--- src/rtl/l2_bus_arbiter.sv ---
// Two-way L2 bus arbiter between the I-side and D-side L1 caches.
// Owns one transaction at a time, latches the request toward L2 and routes the completion back.
package l2_bus_pkg;
    localparam int ADDR_W = 32;
    localparam int LINE_W = 64;

    typedef struct packed {
        logic              mem_req_load;
        logic              mem_req_store;
        logic [ADDR_W-1:0] mem_addr;
        logic [LINE_W-1:0] mem_data_out;
    } mem_bus_req_t;

    typedef struct packed {
        logic              mem_ready;
        logic [LINE_W-1:0] mem_data;
    } mem_bus_resp_t;
endpackage

module l2_bus_arbiter
    import l2_bus_pkg::*;
#(
    parameter int ARB_MODE       = 0,
    parameter int TIMEOUT_CYCLES = 0,
    parameter int CNT_WIDTH      = 16
) (
    input  logic          clock,
    input  logic          reset_n,
    input  mem_bus_req_t  i_req,
    output mem_bus_resp_t i_resp,
    input  mem_bus_req_t  d_req,
    output mem_bus_resp_t d_resp,
    output mem_bus_req_t  l2_req,
    input  mem_bus_resp_t l2_resp,
    output logic          owner,
    output logic          busy,
    output logic          timeout_err
);
    localparam logic OWN_I = 1'b0;
    localparam logic OWN_D = 1'b1;
    localparam logic [CNT_WIDTH-1:0] CNT_MAX  = '1;
    localparam logic [CNT_WIDTH-1:0] TO_LIMIT = CNT_WIDTH'(TIMEOUT_CYCLES);
    // A limit the saturating counter can never reach leaves the watchdog off.
    localparam bit TO_EN = (TIMEOUT_CYCLES != 0) &&
                           (longint'(TIMEOUT_CYCLES) < (longint'(1) << CNT_WIDTH));

    typedef enum logic {ST_IDLE, ST_BUSY} state_t;

    state_t               state_q, state_d;
    mem_bus_req_t         l2_req_q, l2_req_d;
    logic                 owner_q, owner_d;
    logic                 last_grant_q, last_grant_d;
    logic                 timeout_q, timeout_d;
    logic [CNT_WIDTH-1:0] cnt_q, cnt_d;
    logic                 i_want, d_want, winner;
    mem_bus_req_t         win_req;

    always_comb begin
        i_want = i_req.mem_req_load | i_req.mem_req_store;
        d_want = d_req.mem_req_load | d_req.mem_req_store;
        if (i_want && d_want) begin
            winner = (ARB_MODE == 1) ? OWN_D : ~last_grant_q;
        end else begin
            winner = d_want;
        end
        win_req = winner ? d_req : i_req;
    end

    always_comb begin
        state_d      = state_q;
        l2_req_d     = l2_req_q;
        owner_d      = owner_q;
        last_grant_d = last_grant_q;
        cnt_d        = cnt_q;
        timeout_d    = timeout_q;
        case (state_q)
            ST_IDLE: begin
                if (i_want || d_want) begin
                    state_d               = ST_BUSY;
                    l2_req_d              = win_req;
                    l2_req_d.mem_req_load = win_req.mem_req_load & ~win_req.mem_req_store;
                    owner_d               = winner;
                    cnt_d                 = '0;
                end
            end
            ST_BUSY: begin
                // Requester inputs are ignored here: the transaction always runs to the ready pulse.
                if (l2_resp.mem_ready) begin
                    state_d                = ST_IDLE;
                    l2_req_d.mem_req_load  = 1'b0;
                    l2_req_d.mem_req_store = 1'b0;
                    last_grant_d           = owner_q;
                end else begin
                    if (cnt_q != CNT_MAX) begin
                        cnt_d = cnt_q + CNT_WIDTH'(1);
                    end
                    if (TO_EN && (cnt_d == TO_LIMIT)) begin
                        timeout_d = 1'b1;
                    end
                end
            end
            default: state_d = ST_IDLE;
        endcase
    end

    always_ff @(posedge clock or negedge reset_n) begin
        if (!reset_n) begin
            state_q      <= ST_IDLE;
            l2_req_q     <= '0;
            owner_q      <= OWN_I;
            last_grant_q <= OWN_D;
            cnt_q        <= '0;
            timeout_q    <= 1'b0;
        end else begin
            state_q      <= state_d;
            l2_req_q     <= l2_req_d;
            owner_q      <= owner_d;
            last_grant_q <= last_grant_d;
            cnt_q        <= cnt_d;
            timeout_q    <= timeout_d;
        end
    end

    always_comb begin
        i_resp = '0;
        d_resp = '0;
        if (state_q == ST_BUSY) begin
            if (owner_q == OWN_D) begin
                d_resp = l2_resp;
            end else begin
                i_resp = l2_resp;
            end
        end
    end

    assign l2_req      = l2_req_q;
    assign owner       = owner_q;
    assign busy        = (state_q == ST_BUSY);
    assign timeout_err = timeout_q;
endmodule

--- config.mk ---
export PLATFORM = sky130hd
export DESIGN_NAME = l2_bus_arbiter
export DESIGN_NICKNAME = d
export VERILOG_FILES = /design/src/rtl/l2_bus_arbiter.sv
export SDC_FILE = /design/constraint.sdc
export NUM_CORES = 1
export LEC_CHECK = 0
export ABC_AREA = 1
export CORE_AREA = 2 2 192 194
export DETAILED_ROUTE_END_ITERATION = 8
export DIE_AREA = 0 0 194 196
export SYNTH_ARGS = -nofsm -noshare
export SYNTH_HDL_FRONTEND = slang
export SYNTH_SLANG_ARGS = --single-unit
--- constraint.sdc ---
create_clock -name clock -period 2 [get_ports clock]
set_input_delay 0.4 -clock clock [delete_from_list [all_inputs] [get_ports clock]]
set_output_delay 0.4 -clock clock [all_outputs]
set_load 0.02 [all_outputs]
==> impl_metrics.env, run 1 <==
export IMPL_cts_tree="built"
export IMPL_p_leak_nw=6.188
export IMPL_yosysWarnings=0
export IMPL_cts_root_buf="clkbuf_16"
export IMPL_dieWidth_um=194
export IMPL_fmax_ghz=0.5144
export IMPL_critPathRequiredTime_ns=1.60
export IMPL_finalSetupViolCount=0
export IMPL_maxCapViolCount=0
export IMPL_setup_ws_ns=0.05580
export IMPL_clock_path_buffers=2
export IMPL_crit_fanout=33
export IMPL_hold_viol_final=0
export IMPL_dieArea_sq_um=38020
export IMPL_cts_htree_levels=3
export IMPL_syn_avg_cell_area_sq_um=6.547
export IMPL_fin_tns_setup_ns=0
export IMPL_dp_cells=1899
export IMPL_final_antenna_net_count=0
export IMPL_drtIter0Drc=280
export IMPL_antenna_found_initial=4
export IMPL_cts_buffers=9
export IMPL_hold_ws_ns=0.4773
export IMPL_final_max_slew_viol_count=0
export IMPL_crit_path_start_kind="register"
export IMPL_rows=70
export IMPL_first_pass_iters=5
export IMPL_fin_cells=1920
export IMPL_final_area_sq_um=12080
export IMPL_postSynthCellCount=964
export IMPL_ys_types=19
export IMPL_hpwl_um=25360
export IMPL_finalCritPeriodShare_pct=97.21
export IMPL_postRouteWirelength_um=32830
export IMPL_final_core_util_pct=33.47
export IMPL_num_vias=7928
export IMPL_grt_usage_pct=16.61
export IMPL_rsz0062_at_grt="true"
export IMPL_crit_type="reg -> out"
export IMPL_max_vdd_ir_drop_uv=776.3
export IMPL_grt_pass1_wl_um=48400
export IMPL_skew_ns=0.004294
export IMPL_drt_wirelength_per_cell_um=17.10
export IMPL_grt_max_degree=55
export IMPL_syn_to_final_growth_pct=91.40
export IMPL_portBuffers=492
export IMPL_synth_nets=1227
export IMPL_gp_congestion=0.8668
export IMPL_status="complete, no violations"
export IMPL_cts_clk_slew_worst_paths_ns=0.07
export IMPL_core_sq_um=36080
export IMPL_insertion_delay_ns=0.35
export IMPL_finalPower_mw=16.72
export IMPL_ys_seq_area_share_pct=40.07
export IMPL_postPlaceCellArea_sq_um=12070
export IMPL_power_density_nw_per_um2=1384
export IMPL_fp_dieH_um=196
export IMPL_dp_worst_setup_slack_ns=-0.2235
export IMPL_yosys_register_bits=101
export IMPL_hold_path_class="reg -> reg"
export IMPL_grt_pass1_vias=7964
export IMPL_endpoint_kind="primary output"
export IMPL_cp_arrival_ns=1.54
export IMPL_drc_errors=0
export IMPL_io_pins=494
export IMPL_min_period_ns=1.944
export IMPL_drive_gt1_share_pct=14.13
export IMPL_synth_area_sq_um=6311
export IMPL_fin_nets=1710
export IMPL_routed_via_density=4.129
export IMPL_cts_sinks=101
export IMPL_start_util_pct=17.49
export IMPL_grt_ovfl_total=0
-- per-layer routing --
layer  share of wire (%)  track usage (%)
met1                  38            17.87
met2                  53            32.02
met3                 5.4            3.163
met4                 2.9            6.061
met5                   0                0
-- cell families (layout without fill, tap and decap cells) --
family,count (synthesis),after routing,synth area share (%)
other,1,2,0.05942
AOI/OAI and AO/OA,5,5,0.5154
buffers and inverters,230,717,14.31
DFF,101,101,40.07
and+or+nand+nor,627,627,45.04
-- report_power, final --
group          switching [mW]  internal, mW
combinational            6.48          4.71
sequential              0.585          3.09
clock                   0.808          1.03
-- sequential cells by signal, indices dropped and copies added (netlist names) --
signal / flops
owner: 1
l2_req: 98
busy: 1
last_grant_q: 1
-- path summary, 6_finish.rpt --
| kind | start | end | slack [ns] | depth (start not counted) |
|---|---|---|---|---|
| hold reg to reg | l2_req[11]$_DFFE_PN0P_ | l2_req[11]$_DFFE_PN0P_ | 0.48 | 2 |
| min in group asynchronous | reset_n | l2_req[28]$_DFFE_PN0P_ | 0.54 | 2 |
| setup / recovery | owner$_DFFE_PN0P_ | i_resp[11] | 0.06 | 4 |
| max in group asynchronous | reset_n | last_grant_q$_DFFE_PN1P_ | 0.82 | 3 |
| hold / removal | l2_req[11]$_DFFE_PN0P_ | l2_req[11]$_DFFE_PN0P_ | 0.48 | 2 |
| setup reg to reg | last_grant_q$_DFFE_PN1P_ | l2_req[91]$_DFFE_PN0P_ | 0.49 | 7 |
-- cells in the final DEF, fill, tap and decap left out, drive strengths merged --
master         count
bufbuf             1
dlygate4sd2        1
nor2             132
clkdlybuf4s15     12
clkdlybuf4s50    360
dlygate4sd3        1
conb               1
buf              148
clkbuf            27
nand3b            96
inv              162
clkinv             2
nand3             99
bufinv             1
a21oi              1
o21ai              4
dfstp              1
diode              1
dfrtp            100
clkinvlp           2
nand2            299
or2                1
-- repair_timing --
action,CTS,global route
buffers inserted,0,0
setup endpoints to repair,127,57
endpoints found under the hold margin,19,0
cloned,4,0
hold buffers,1,0
gates resized for setup,443,69
-- cell usage after synthesis (all sizes together) --
master / n / area (sq um)
nor2: 132 / 495.5
buf: 27 / 141.4
a21oi: 1 / 8.760
dfrtp: 100 / 2502
nand3: 99 / 495.5
nand3b: 96 / 720.7
or2: 1 / 6.260
clkbuf: 39 / 146.4
conb: 1 / 3.750
nand2: 299 / 1125
o21ai: 4 / 23.77
dfstp: 1 / 26.28
inv: 164 / 615.6
-- critical path, cell delays in order, from the launching register on --
cell,delay [ns]
dfrtp_1,0.40
or2_4,0.30
buf_12,0.19
nor2_1,0.13
buf_4,0.16
-- cell type report --
type	count	area (sq um)
Clock buffer	12	256.5
Fill cell	3879	24010
Multi-Input combinational cell	633	2963
Inverter	164	618.1
Sequential cell	101	2529
Tap cell	468	585.6
Timing Repair Buffer	538	5080
Clock inverter	3	45.04
Antenna cell	1	2.502
Note: power is estimated with default switching activity, not from simulation.
==> inputs of run 2 (changes only) <==
Settings changed: CAP_MARGIN set to 10, CORE_AREA 2 2 192 194 to 2 2 190 192, DIE_AREA 0 0 194 196 to 0 0 192 194.
Clock period 2 ns to 1.6 ns, I/O delays scaled along.
==> run 2 against run 1 <==
Effect of this change:
- the flow now finishes with violations (negative setup slack)
- die area down 2.0%
- clock power up 23%
- sequential power is 24% higher
- register-to-register slack worse by 0.44 ns
- final cell count grew 2.0%
- routed wire length increased by 9.6%
- final area rose by 20%
- global-route usage down 0.16 points
- critical path type unchanged
- critical endpoint is now i_resp[23]
- largest cell class unchanged
==> impl_metrics.env, run 2 (synthesized netlist as in run 1, its figures left out) <==
export IMPL_routed_via_density=4.190
export IMPL_final_max_slew_viol_count=0
export IMPL_rsz0062_at_grt="true"
export IMPL_core_sq_um=35220
export IMPL_num_vias=8208
export IMPL_internal_power_mw=13.39
export IMPL_fin_cells=1959
export IMPL_cts_buffers=9
export IMPL_rows=69
export IMPL_fmax_ghz=0.5224
export IMPL_wl_met1_um=13180
export IMPL_pwr_share_clk_pct=9.1
export IMPL_fp_dieH_um=194
export IMPL_critPathRequiredTime_ns=1.28
export IMPL_power_density_nw_per_um2=1723
export IMPL_hold_viol_final=0
export IMPL_cts_htree_levels=3
export IMPL_grt_usage_pct=16.45
export IMPL_final_cell_mix="nand2_1, clkdlybuf4s50_1, inv_1"
export IMPL_largest_register_ffs=98
export IMPL_share_comb_of_total_power_pct=72.6
export IMPL_layout_commonest_cell="nand2_1"
export IMPL_drc_errors=0
export IMPL_cp_arrival_ns=1.59
export IMPL_finalCritPeriodShare_pct=119.6
export IMPL_final_core_util_pct=41.07
export IMPL_cts_root_buf="clkbuf_16"
export IMPL_fin_tns_setup_ns=-27.61
export IMPL_clock_path_buffers=2
export IMPL_status="finished, violations left"
export IMPL_drt_wirelength_per_cell_um=18.37
export IMPL_syn_to_final_growth_pct=129.2
export IMPL_grt_pass1_vias=8071
export IMPL_grt_max_degree=67
export IMPL_cts_clk_slew_worst_paths_ns=0.07
export IMPL_power_frac_seq_pct=18.4
export IMPL_max_vdd_ir_drop_uv=1318
export IMPL_antenna_found_initial=5
export IMPL_swShare_pct=46.26
export IMPL_finalSetupViolCount=130
export IMPL_crit_path_start_kind="register"
export IMPL_dieWidth_um=192
export IMPL_highest_layer="met5"
export IMPL_postPlaceCellArea_sq_um=12440
export IMPL_drive_gt1_share_pct=24.97
export IMPL_fin_nets=1754
export IMPL_net_switching_power_mw=11.53
export IMPL_skew_ns=0.01411
export IMPL_final_area_sq_um=14470
export IMPL_start_util_pct=17.92
export IMPL_gp_congestion=0.8538
export IMPL_min_period_ns=1.914
export IMPL_grt_pass1_wl_um=46660
export IMPL_hpwl_um=24780
export IMPL_dieArea_sq_um=37250
export IMPL_failed_checks="negative setup slack"
export IMPL_cts_tree="built"
export IMPL_finalPower_mw=24.92
export IMPL_crit_type="reg -> out"
export IMPL_grt_ovfl_total=0
export IMPL_first_pass_iters=5
export IMPL_hold_path_class="in -> async"
export IMPL_portBuffers=492
export IMPL_postRouteWirelength_um=35990
export IMPL_maxCapViolCount=0
export IMPL_cts_sinks=101
export IMPL_setup_ws_ns=-0.3142
export IMPL_dp_cells=1900
export IMPL_drtIter0Drc=239
export IMPL_p_leak_nw=7.768
export IMPL_final_antenna_net_count=0
export IMPL_insertion_delay_ns=0.36
export IMPL_met2_length_um=18730
export IMPL_endpoint_kind="primary output"
export IMPL_crit_fanout=8
export IMPL_io_pins=494
export IMPL_routed_wl_met3_um=2789
-- run 2: changes by cell type in the layout (fill, tap and decap cells not counted), sizes merged --
cell           previous run  this run
clkdlybuf4s50           360       260
dlymetal6s2s              0        99
buf                     148       207
clkdlybuf4s15            12         1
clkbuf                   27        22
diode                     1         4
inv                     162       164
bufbuf                    1         0
clkinv                    2         1
dlygate4sd2               1         0
nand2                   299       300
or2                       1         2
-- run 2: layout make-up --
| class | instances | area [sq um] |
|---|---|---|
| Fill cell | 3493 | 20760 |
| Timing Repair Buffer | 580 | 6596 |
| Multi-Input combinational cell | 635 | 3831 |
| Sequential cell | 101 | 2531 |
| Inverter | 164 | 630.6 |
| Tap cell | 461 | 576.8 |
| Clock buffer | 10 | 239.0 |
| Clock inverter | 4 | 50.05 |
| Antenna cell | 4 | 10.01 |
-- run 2: through the flow --
stage          worst slack, ns  hold WS [ns]
3_3_place_gp           -0.5416        0.2551
3_5_place_dp           -0.5553        0.2563
5_1_grt                -0.3612        0.4243
4_1_cts                -0.3762        0.4027
6_report               -0.3142        0.4205
2_1_floorplan         -0.03067       0.02441
-- run 2: final timing paths --
check / start / to / slack (ns) / cells past startpoint
setup reg to reg: busy$_DFF_PN0_ / l2_req[11]$_DFFE_PN0P_ / 0.05 / 8
min in group clock: i_req[96] / l2_req[97]$_DFFE_PN0P_ / 0.46 / 5
hold / removal: reset_n / l2_req[6]$_DFFE_PN0P_ / 0.42 / 2
max in group asynchronous: reset_n / last_grant_q$_DFFE_PN1P_ / 0.58 / 3
setup / recovery: owner$_DFFE_PN0P_ / i_resp[23] / -0.31 / 4
hold reg to reg: l2_req[85]$_DFFE_PN0P_ / l2_req[85]$_DFFE_PN0P_ / 0.48 / 2
-- run 2: metal layers --
layer | vias to the layer above | track usage, %
li1 | 3943 | -
met1 | 3834 | 17.87
met2 | 369 | 30.04
met3 | 60 | 4.688
met4 | 2 | 5.966
met5 | - | 0
-- run 2: critical path: stages (launching register included) --
cell and delay [ns]:
dfrtp_2 0.44, or2_4 0.34, clkbuf_16 0.22, nor2_4 0.11, buf_6 0.12
-- run 2: power groups by stage --
stage | clock network [mW] | registers (mW) | logic (mW)
after floorplan | 0 | 6.15 | 5.88
after global placement | 0 | 4.61 | 14.7
after detailed placement | 0 | 4.61 | 14.8
after CTS | 2.36 | 4.62 | 15.3
after global routing | 2.47 | 4.75 | 19.2
final | 2.26 | 4.58 | 18.1
-- run 2: what timing repair did --
| action | in CTS | in global routing |
|---|---|---|
| pin swaps | 2 | 14 |
| buffers inserted | 7 | 17 |
| gates cloned | 3 | 19 |
| hold endpoints to repair | 16 | 0 |
| hold buffers | 1 | 0 |
| resized for setup | 668 | 411 |
| setup endpoints to repair | 323 | 328 |
==> inputs of run 3 (changes only) <==
Settings changed: CELL_PAD_IN_SITES_DETAIL_PLACEMENT set to 1, CELL_PAD_IN_SITES_GLOBAL_PLACEMENT set to 2, CORE_AREA 2 2 190 192 to unset, CORE_UTILIZATION set to 14, DIE_AREA 0 0 192 194 to unset, PLACE_DENSITY set to 0.79.
==> run 3 against run 2 <==
Effect of this change:
- the run still ends with negative setup slack left
- utilization fell by 11 points
- clock power barely moved
- count of clock-buffer cells in the layout did not move
- sequential share of layout area rose by 1.2 points
- register-to-register slack barely moved
- die area rose by 23%
- clock skew fell by 0.0064 ns
- power fell by 6.9%
- critical path depth rose by 2
- final cell count rose by 7.3%
- final area fell by 6.5%
- critical endpoint is now i_resp[41]
- highest routed layer is now met4
==> impl_metrics.env, run 3 (synthesized netlist as in run 1, its figures left out) <==
export IMPL_fmax_ghz=0.5176
export IMPL_final_max_slew_viol_count=0
export IMPL_setup_ws_ns=-0.3321
export IMPL_postPlaceCellArea_sq_um=12710
export IMPL_min_period_ns=1.932
export IMPL_portBuffers=492
export IMPL_routed_wl_met3_um=2234
export IMPL_insertion_delay_ns=0.36
export IMPL_grt_pass1_vias=8821
export IMPL_dp_worst_setup_slack_ns=-0.6181
export IMPL_highest_layer="met4"
export IMPL_cpMostUsedCell="buf_6"
export IMPL_rsz0062_at_grt="true"
export IMPL_crit_path_max_incr_delay_ns=0.38
export IMPL_worstMarginPinSlew_ns=0.5152
export IMPL_maxCapViolCount=0
export IMPL_fp_dieH_um=214.3
export IMPL_finalCritPeriodShare_pct=120.8
export IMPL_largest_register_ffs=98
export IMPL_wl_met1_um=14450
export IMPL_clock_path_buffers=2
export IMPL_endpoint_kind="primary output"
export IMPL_cts_root_buf="clkbuf_16"
export IMPL_fin_cells=2102
export IMPL_final_cell_mix="nand2_1, clkdlybuf4s50_1, inv_1"
export IMPL_cts_htree_levels=3
export IMPL_power_density_nw_per_um2=1716
export IMPL_drive_gt1_share_pct=21.94
export IMPL_max_vdd_ir_drop_uv=618.0
export IMPL_p_leak_nw=6.822
export IMPL_cts_clk_slew_worst_paths_ns=0.07
export IMPL_failed_checks="negative setup slack"
export IMPL_drtIter0Drc=271
export IMPL_syn_to_final_growth_pct=114.2
export IMPL_cp_slowest_cell="dfrtp_2"
export IMPL_core_sq_um=44320
export IMPL_drt_wirelength_per_cell_um=17.99
export IMPL_grt_ovfl_total=0
export IMPL_dp_cells=2041
export IMPL_num_vias=8274
export IMPL_final_area_sq_um=13520
export IMPL_cp_arrival_ns=1.61
export IMPL_crit_path_start_kind="register"
export IMPL_gp_congestion=0.9500
export IMPL_layout_commonest_cell="nand2_1"
export IMPL_hold_viol_final=0
export IMPL_grt_pass1_wl_um=53990
export IMPL_maxSlewHeadroom_pct=65.66
export IMPL_finalSetupViolCount=131
export IMPL_skew_ns=0.007754
export IMPL_cts_tree="built"
export IMPL_routed_via_density=3.936
export IMPL_crit_chain="inv_2 -> or2_4 -> buf_12 -> buf_6 -> nor2_4 -> buf_6"
export IMPL_cts_sinks=101
export IMPL_hold_path_class="in -> async"
export IMPL_met2_length_um=20200
export IMPL_postRouteWirelength_um=37810
export IMPL_dieArea_sq_um=45930
export IMPL_crit_fanout=8
export IMPL_fin_nets=1762
export IMPL_crit_type="reg -> out"
export IMPL_first_pass_iters=4
export IMPL_io_pins=494
export IMPL_grt_max_degree=42
export IMPL_drc_errors=0
export IMPL_hpwl_um=28450
export IMPL_cts_buffers=9
export IMPL_final_antenna_net_count=0
export IMPL_dieWidth_um=214.3
export IMPL_start_util_pct=14.24
export IMPL_grt_usage_pct=15.46
export IMPL_status="finished, violations left"
export IMPL_antenna_found_initial=6
export IMPL_critPathRequiredTime_ns=1.28
export IMPL_rows=77
==> run 3: cell count changes in the layout (fill, tap and decap cells not counted), sizes merged, moves of 2 or more <==
cell,before,now
dlygate4sd2,0,99
dlymetal6s2s,99,0
buf,207,220
clkbuf,22,17
clkinv,1,4
diode,4,6
inv,164,166
==> run 3: power breakdown <==
part	internal, mW	switching [mW]
clock network	1.13	1.15
logic	7.04	9.28
registers	3.87	0.727
total	12.0	11.2
==> run 3: worst max-delay path: cells and delay by family (launching register included) <==
kind / cells / cell delay (ns)
flops: 1 / 0.38
buf+inv: 4 / 0.45
simple gates: 2 / 0.42
==> run 3: through the flow <==
stage	power, mW	util, %	hold slack, ns	TNS [ns]
6_report	23.20	30.50	0.4724	-29.76
5_1_grt	24.73	30.50	0.4899	-37.94
4_1_cts	21.90	28.95	0.4642	-33.34
3_5_place_dp	19.99	28.67	0.3311	-80.47
3_3_place_gp	19.78	28.67	0.3339	-80.78
2_1_floorplan	12.03	-	0.02441	-0.4464
==> run 3: cell type report <==
| class | instances | area (sq um) |
|---|---|---|
| fillers | 5348 | 30800 |
| inverters | 164 | 624.3 |
| diodes | 6 | 15.01 |
| clock inverters | 6 | 53.80 |
| repair buffers | 589 | 5937 |
| well taps | 592 | 740.7 |
| repair inverters | 1 | 5.005 |
| multi-input cells | 633 | 3373 |
| clock buffers | 10 | 239.0 |
| flip-flops and latches | 101 | 2530 |
==> run 3: final timing paths <==
check | slack [ns] | endpoint | from | cells past startpoint
setup / recovery | -0.33 | i_resp[41] | busy$_DFF_PN0_ | 6
hold / removal | 0.47 | l2_req[19]$_DFFE_PN0P_ | reset_n | 2
setup reg to reg | 0.05 | l2_req[64]$_DFFE_PN0P_ | busy$_DFF_PN0_ | 9
hold reg to reg | 0.48 | l2_req[21]$_DFFE_PN0P_ | l2_req[21]$_DFFE_PN0P_ | 2
max in group asynchronous | 0.53 | last_grant_q$_DFFE_PN1P_ | reset_n | 3
min in group clock | 0.48 | l2_req[21]$_DFFE_PN0P_ | l2_req[21]$_DFFE_PN0P_ | 2
==> run 3: what timing repair did <==
action,4_1_cts,5_1_grt
endpoints found under the setup margin,300,179
setup buffers,12,14
pin swaps,2,6
resized for setup,697,159
gates cloned,3,10
hold buffers,1,0
endpoints found under the hold margin,21,0
==> run 3: per-layer routing <==
metal / vias up / global-route usage, %
met3: 34 / 3.858
met5: - / 0
li1: 3956 / -
met2: 322 / 28.92
met1: 3962 / 16.54
met4: 0 / 5.905
